## src/rtl/vscale_alu_src_arbiter_pkg.sv

```systemverilog
// Shared constants for the execute-stage operand-A arbiter.
// Holds the operand-A select encodings (including the auxiliary code),
// the arbiter state encoding and the counter widths used by
// vscale_alu_src_arbiter.
package vscale_alu_src_arbiter_pkg;

  // Width of the operand-A select code driven to the operand-A mux.
  localparam int SRC_A_SEL_WIDTH = 2;

  // Existing pipeline operand-A selects.
  localparam logic [SRC_A_SEL_WIDTH-1:0] SRC_A_RS1  = 2'd0;
  localparam logic [SRC_A_SEL_WIDTH-1:0] SRC_A_PC   = 2'd1;
  localparam logic [SRC_A_SEL_WIDTH-1:0] SRC_A_ZERO = 2'd2;

  // Auxiliary operand select; takes the one code the pipeline never uses.
  localparam logic [SRC_A_SEL_WIDTH-1:0] SRC_A_AUX  = 2'd3;

  // Counter widths: beats per burst (aux_len + 1, up to 16) and
  // refused-request cycles (MAX_WAIT up to 255).
  localparam int BEAT_CNT_WIDTH = 4;
  localparam int WAIT_CNT_WIDTH = 8;

  // Arbiter ownership state: IDLE = pipeline owns the ALU,
  // GRANT = auxiliary requester owns the ALU for a burst.
  typedef enum logic {
    ARB_IDLE  = 1'b0,
    ARB_GRANT = 1'b1
  } arb_state_e;

  // Saturating increment of the refused-request counter.
  function automatic logic [WAIT_CNT_WIDTH-1:0] wait_sat_inc(
    input logic [WAIT_CNT_WIDTH-1:0] cnt,
    input logic [WAIT_CNT_WIDTH-1:0] max_cnt
  );
    if (cnt >= max_cnt) begin
      return max_cnt;
    end
    return cnt + {{(WAIT_CNT_WIDTH-1){1'b0}}, 1'b1};
  endfunction

endpackage

```

## src/rtl/vscale_alu_src_arbiter.sv

```systemverilog
// Operand-A arbiter between the DX pipeline stage and the auxiliary
// (AMO/CSR helper) sequencer.
//
// Optional feature macro: VSCALE_ALU_ARB_STARVE_EN
//   defined   -> a refused-request counter forces the pipeline to yield
//                once the auxiliary request has waited MAX_WAIT cycles.
//   undefined -> strict pipeline priority; the counter is absent and
//                MAX_WAIT is accepted but unused.
//
// Handshake: aux_req is a level held high by the requester for the whole
// burst. A decision is taken in an IDLE cycle (the pipeline op of that
// cycle still executes); beats start the following cycle. Every GRANT
// cycle with aux_req high is one beat (aux_grant = 1), aux_last marks the
// final one. Dropping aux_req in GRANT aborts the burst: that cycle is not
// a beat and the block is IDLE on the next cycle. A reset during a burst
// is also an abort (no aux_last is ever shown for it).
//
// All outputs are combinational from registered state plus dx_valid,
// dx_src_a_sel and aux_req; aux_len only feeds the beat counter.
module vscale_alu_src_arbiter
  import vscale_alu_src_arbiter_pkg::*;
#(
  parameter int MAX_WAIT = 8
) (
  input  logic                       clk,
  input  logic                       reset,
  input  logic                       dx_valid,
  input  logic [SRC_A_SEL_WIDTH-1:0] dx_src_a_sel,
  input  logic                       aux_req,
  input  logic [BEAT_CNT_WIDTH-1:0]  aux_len,
  output logic [SRC_A_SEL_WIDTH-1:0] alu_src_a_sel,
  output logic                       aux_grant,
  output logic                       aux_last,
  output logic                       dx_stall,
  output arb_state_e                 dbg_state
);

  arb_state_e                state_q, state_d;
  logic [BEAT_CNT_WIDTH-1:0] beat_cnt_q, beat_cnt_d;

  // High when the auxiliary request may override a valid pipeline op.
  logic force_yield;

  // IDLE-cycle grant decision; shared by the FSM and the wait counter.
  logic grant_decide;

  assign grant_decide = (state_q == ARB_IDLE) && aux_req &&
                        (!dx_valid || force_yield);

`ifdef VSCALE_ALU_ARB_STARVE_EN
  localparam logic [WAIT_CNT_WIDTH-1:0] MAX_WAIT_C = WAIT_CNT_WIDTH'(MAX_WAIT);

  logic [WAIT_CNT_WIDTH-1:0] wait_cnt_q, wait_cnt_d;

  assign force_yield = (wait_cnt_q == MAX_WAIT_C);

  // Count cycles an auxiliary request is refused by a busy pipeline;
  // cleared on a grant decision or when the request goes away.
  always_comb begin
    wait_cnt_d = wait_cnt_q;
    if (grant_decide) begin
      wait_cnt_d = '0;
    end else if (state_q == ARB_IDLE) begin
      if (aux_req && dx_valid) begin
        wait_cnt_d = wait_sat_inc(wait_cnt_q, MAX_WAIT_C);
      end else if (!aux_req) begin
        wait_cnt_d = '0;
      end
    end
  end

  // Refused-request counter register.
  always_ff @(posedge clk) begin
    if (reset) begin
      wait_cnt_q <= '0;
    end else begin
      wait_cnt_q <= wait_cnt_d;
    end
  end
`else
  // Strict pipeline priority: a valid DX op always wins.
  assign force_yield = 1'b0;

  // MAX_WAIT has no function in this build; tie it off explicitly.
  logic unused_max_wait;
  assign unused_max_wait = (MAX_WAIT != 0);
`endif

  // Next-state, beat counting and output decode for the ownership FSM.
  always_comb begin
    state_d       = state_q;
    beat_cnt_d    = beat_cnt_q;
    alu_src_a_sel = dx_src_a_sel;
    aux_grant     = 1'b0;
    aux_last      = 1'b0;
    dx_stall      = 1'b0;

    case (state_q)
      ARB_IDLE: begin
        // Pipeline owns the ALU; its op this cycle executes normally.
        if (grant_decide) begin
          state_d    = ARB_GRANT;
          beat_cnt_d = aux_len;
        end
      end

      ARB_GRANT: begin
        alu_src_a_sel = SRC_A_AUX;
        aux_grant     = aux_req;
        aux_last      = aux_req && (beat_cnt_q == '0);
        dx_stall      = dx_valid;
        if (!aux_req) begin
          // Abort: not a beat, hand the ALU back next cycle.
          state_d = ARB_IDLE;
        end else if (beat_cnt_q == '0) begin
          // Final beat; the mandatory IDLE cycle follows.
          state_d = ARB_IDLE;
        end else begin
          beat_cnt_d = beat_cnt_q - {{(BEAT_CNT_WIDTH-1){1'b0}}, 1'b1};
        end
      end

      default: begin
        state_d = ARB_IDLE;
      end
    endcase
  end

  // State and beat counter registers.
  always_ff @(posedge clk) begin
    if (reset) begin
      state_q    <= ARB_IDLE;
      beat_cnt_q <= '0;
    end else begin
      state_q    <= state_d;
      beat_cnt_q <= beat_cnt_d;
    end
  end

  assign dbg_state = state_q;

endmodule
```

## config.mk

```make
export PLATFORM = sky130hd
export DESIGN_NAME = vscale_alu_src_arbiter
export DESIGN_NICKNAME = d
export VERILOG_FILES = /design/src/rtl/vscale_alu_src_arbiter_pkg.sv /design/src/rtl/vscale_alu_src_arbiter.sv
export SDC_FILE = /design/constraint.sdc
export NUM_CORES = 1
export LEC_CHECK = 0
export ABC_CLOCK_PERIOD_IN_PS = 2800
export CAP_MARGIN = 30
export CORE_AREA = 2 2 39 41
export DETAILED_ROUTE_END_ITERATION = 6
export DIE_AREA = 0 0 41 43
export GPL_ROUTABILITY_DRIVEN = 0
export PLACE_DENSITY = 0.51
export SLEW_MARGIN = 30
export SYNTH_ARGS = -nofsm -noshare
export SYNTH_HDL_FRONTEND = slang
export SYNTH_SLANG_ARGS = --single-unit
```

## constraint.sdc

```tcl
create_clock -name clk -period 2.8 [get_ports clk]
set_input_delay 0.56 -clock clk [delete_from_list [all_inputs] [get_ports clk]]
set_output_delay 0.56 -clock clk [all_outputs]
set_load 0.05 [all_outputs]
```

# Yosys cells after proc, flatten, opt, wreduce, memory -nomap -nowiden
# Cells that the tools add are included.
[op_classes] eq_ne=3 n_bitwise=1 reduce_logical=6 mux=12 n_addsub=1
[ops] op="4-bit two-way mux" count=3
[ops] op="4-bit one-hot mux with 2 select lines" count=1
[ops] op="1-bit two-way mux" count=6
[ops] op="2-bit != test, second input constant" count=3
[ops] op="4-bit zero test" count=1
[ops] op="4-bit by 1-bit subtractor with 4-bit output, second input constant" count=1
[ops] op="1-bit logical AND" count=3
[ops] op="3-bit AND reduction" count=1
[ops] op="2-bit two-way mux" count=1
[ops] op="1-bit one-hot mux with 2 select lines" count=1
[ops] op="1-bit zero test" count=1
[ops] op="1-bit NOT" count=1
[word_totals] elab_cells=25 input_bits=10 register_bits=5

# Logic depth before layout (Yosys ltp)
[depth] depth_word=5 mapped_depth=6 depth_no_buf=6

# Least setup slack after synthesis
# No wires, ideal clock.
[synth_path] path_kind="flip-flop to output port" from="reg state_q (netlist: dbg_state)" to="out aux_last" path_slack_ns=-0.843 t_arrival_ns=3.083 n_path_buf=1 path_stages_with_launch=4 cell_sequence="dfxtp_1 -> buf_2 -> and2_1 -> nor4b_1"
[synth_between] elab_chain_cells=1
[synth_lines] element="start: declaration" line_no="vscale_alu_src_arbiter.sv:38" text="arb_state_e state_q, state_d;"
[synth_lines] element="start signal: assignment" line_no="vscale_alu_src_arbiter.sv:135" text="state_q <= state_d;"
[synth_lines] element="1-bit two-way mux" line_no="vscale_alu_src_arbiter.sv:98" text="case (state_q)"
[synth_lines] element="end: declaration" line_no="vscale_alu_src_arbiter.sv:33" text="output logic aux_last,"
# Every way passes these cells.

# Worst setup path in the final report
[layout_path] from="in dx_src_a_sel[0]" to="out alu_src_a_sel[0]"
[layout_between] elab_chain_cells=1
[layout_lines] element="start: declaration" line_no="vscale_alu_src_arbiter.sv:28" text="input logic [SRC_A_SEL_WIDTH-1:0] dx_src_a_sel,"
[layout_lines] element="2-bit two-way mux" line_no="vscale_alu_src_arbiter.sv:98"
[layout_lines] element="end: declaration" line_no="vscale_alu_src_arbiter.sv:31" text="output logic [SRC_A_SEL_WIDTH-1:0] alu_src_a_sel,"
# Every way passes these cells.

==> results.yml <==
critical_path:
  arrival_ps: 1910
  cp_max_fo: 1
  crit_type: "in -> out"
  slowest_delay_ps: 700
  required_ps: 2240
  cpMostUsedCell: "clkdlybuf4s50_1"
  r2r_setup_slack_ps: 1210
  timing.rr.end: "beat_cnt_q[0]"
  crit_chain: "clkdlybuf4s50_1 > or2_2 > clkdlybuf4s50_1"
  cp_slowest_cell: "clkdlybuf4s50_1"
  critPathLaunchType: "primary input"
  r2r-start: "beat_cnt_q[0]"
  r2r.worst_path.cells: 6
  endpoint_kind: "output port"
route:
  wl_per_cell_um: 10.9
  viasPerCell: 4.77
  drc_errors: 0
  vias: 353
  wl_met3_um: 101
  wl_um: 808
  wl_met2_um: 338
  top_layer_used: "met4"
  detail-route-antenna-nets: 0
  dr.pass1.iters: 4
  drtIter0Drc: 8
  drt-met1-wl_um: 330
pwr:
  total_power_mw: 0.238
  share_seq_of_total_power: 0.347
  p_clk_frac: 0.360
  peakVddDrop_v: 0.000258
  p_sw_mw: 0.0745
  intPower_mw: 0.163
  power_density_nw_per_um2: 437
  combPwrFrac: 0.293
  swShare: 0.314
  p_leak_nw: 0.208
grt:
  grt_max_degree: 13
  first_global_vias: 338
  antenna_found_initial: 0
  grt_usage: 0.125
  grt_pass1_wl_um: 1440
  grt_overflow: 0
sta:
  maxSlewHeadroom: 0.673
  fin_crit_sh: 0.883
  drv_slew: 0
  clock_skew_ps: 5.69
  setup_viol: 0
  max_freq_mhz: 404
  rsz0062_at_grt: "false"
  hold_violations: 0
  finalCriticalPeriod_ps: 2470
  fin_tns_setup_ps: 0
  tightest_slew_ps: 489
clocking:
  root_buffer: "clkbuf_4"
  cts_tree: "done"
  postCtsSetupRepairBufs: 0
  ctsHoldBuffers: 0
  cts_resized: 0
  max-clock-path-buffers: 2
  clk_pin_slew_ps: 40
  cts_made_buffers: 3
  clk_latency_ps: 250
  h-tree-depth: 1
  cts.sinks: 5
job:
  timing.max_cap.violations: 0
synthesis:
  synth_top_family_by_area: "simple AND/OR/NAND/NOR gates"
  synthMuxAreaShare: 0.0308
  yosysWarnings: 0
  yosysUniqueCellTypes: 21
  synth_simple_gate_area_frac: 0.296
  syn_inst: 39
  syn_area_um2: 325
  synth_xor_area_frac: 0
  syn_area_per_cell_um2: 8.34
  ys_ff_latch: 5
  synthAdderAreaFrac: 0.0385
  ys_seq_area_frac: 0.308
  synth_compound_area_frac: 0.277
  syn-num-nets: 50
floorplan:
  die_w_um: 41
  start_util: 0.235
  rows: 14
  fp.dieH_um: 43
  num_io_pins: 16
  dieArea_um2: 1760
  core_um2: 1380
layout:
  nets: 70
  diodes: 0
  final_core_util: 0.393
  layout-drive-gt1-share: 0.190
  area_delta_synth_final_pct: 67.3
min_path:
  min-delay-start: "beat_cnt_q[1]"
  min_to: "beat_cnt_q[1]"
  hold_depth: 2
  min_path_type: "reg -> reg"
outcome:
  status: "completed"
place:
  io_buffers: 15
  post-dp-hpwl_um: 603
cell usage after synthesis (all sizes together):
cell type  count  area (µm²)
nor2b          2        12.5
dfxtp          5         100
nor4b          1        8.76
nand2          1        3.75
o31a           1        8.76
o21bai         1        7.51
and2           2        12.5
or3            1        6.26
or2            2        12.5
a211o          1        8.76
nor4           1        6.26
o311ai         1        26.3
nand2b         3        18.8
inv            3        11.3
nor2           4        15.0
buf            1        5.00
a21oi          4        20.0
o21ai          2        10.0
o32ai          1        8.76
ha             1        12.5
mux2i          1        10.0
power by group through the flow:
stage               clock (mW)  combinational (mW)  sequential [mW]
floorplan                    0              0.0397           0.0852
global placement             0              0.0693           0.0839
detailed placement           0              0.0700           0.0837
CTS                     0.0887              0.0705           0.0824
global route            0.0933              0.0759           0.0836
finish                  0.0856              0.0697           0.0825
registers in the layout (all words and copies together) (netlist names):
name	cells
beat_cnt_q	4
dbg_state	1
cells by family (layout without fill, tap and decap cells):
kind of cell	Yosys count	count (layout)
and+or+nand+nor	17	17
adders and majority gates	1	1
muxes	1	1
AOI/OAI and AO/OA	11	11
buffers and inverters	4	23
DFF	5	5
through the flow:
stage               hold slack [ps]  setup WS (ps)  cell area, µm²  cells
finish                          489            326             544     74
global route                    538            266             544     74
CTS                             490            318             544     74
detailed placement              483            319             518     70
global placement                480            330             518     70
floorplan                       452            144             340     39
per-layer routing:
metal  up-vias  track usage
met3         5       0.0366
met5         -            0
met2        18        0.169
li1        176            -
met4         0        0.120
met1       154        0.147
how the worst max path moves through the flow:
stage / startpoint / to / slack [ps] / depth (start not counted)
after floorplan: dbg_state / aux_last / 140 / 3
after global placement: dx_src_a_sel[1] / alu_src_a_sel[1] / 330 / 3
after detailed placement: dx_src_a_sel[0] / alu_src_a_sel[0] / 320 / 3
after CTS: dx_src_a_sel[0] / alu_src_a_sel[0] / 320 / 3
after global routing: dx_src_a_sel[1] / alu_src_a_sel[1] / 270 / 3
final: dx_src_a_sel[0] / alu_src_a_sel[0] / 330 / 3
critical path: cells and delay by family:
kind / cells / cell delay (ps)
AND/OR/NAND/NOR: 1 / 270
buffers and inverters: 2 / 1090
area by class of cell:
type	instances	area, µm²
clock buffer	4	26.3
fill	139	840
inverter	3	11.3
multi-input combinational	30	224
sequential	5	100
tap	16	20.0
timing repair buffer	16	163
placed cells by master (no fill, tap or decap), types with 2 or more instances in the layout:
| cell | instances |
|---|---|
| dfxtp_1 | 5 |
| buf_4 | 3 |
| nor2_1 | 4 |
| or2_2 | 2 |
| nor2b_1 | 2 |
| clkdlybuf4s50_1 | 12 |
| inv_1 | 3 |
| nand2b_1 | 3 |
| o21ai_0 | 2 |
| clkbuf_4 | 3 |
| a21oi_1 | 4 |
| and2_1 | 2 |
(Power assumes the default switching activity.)
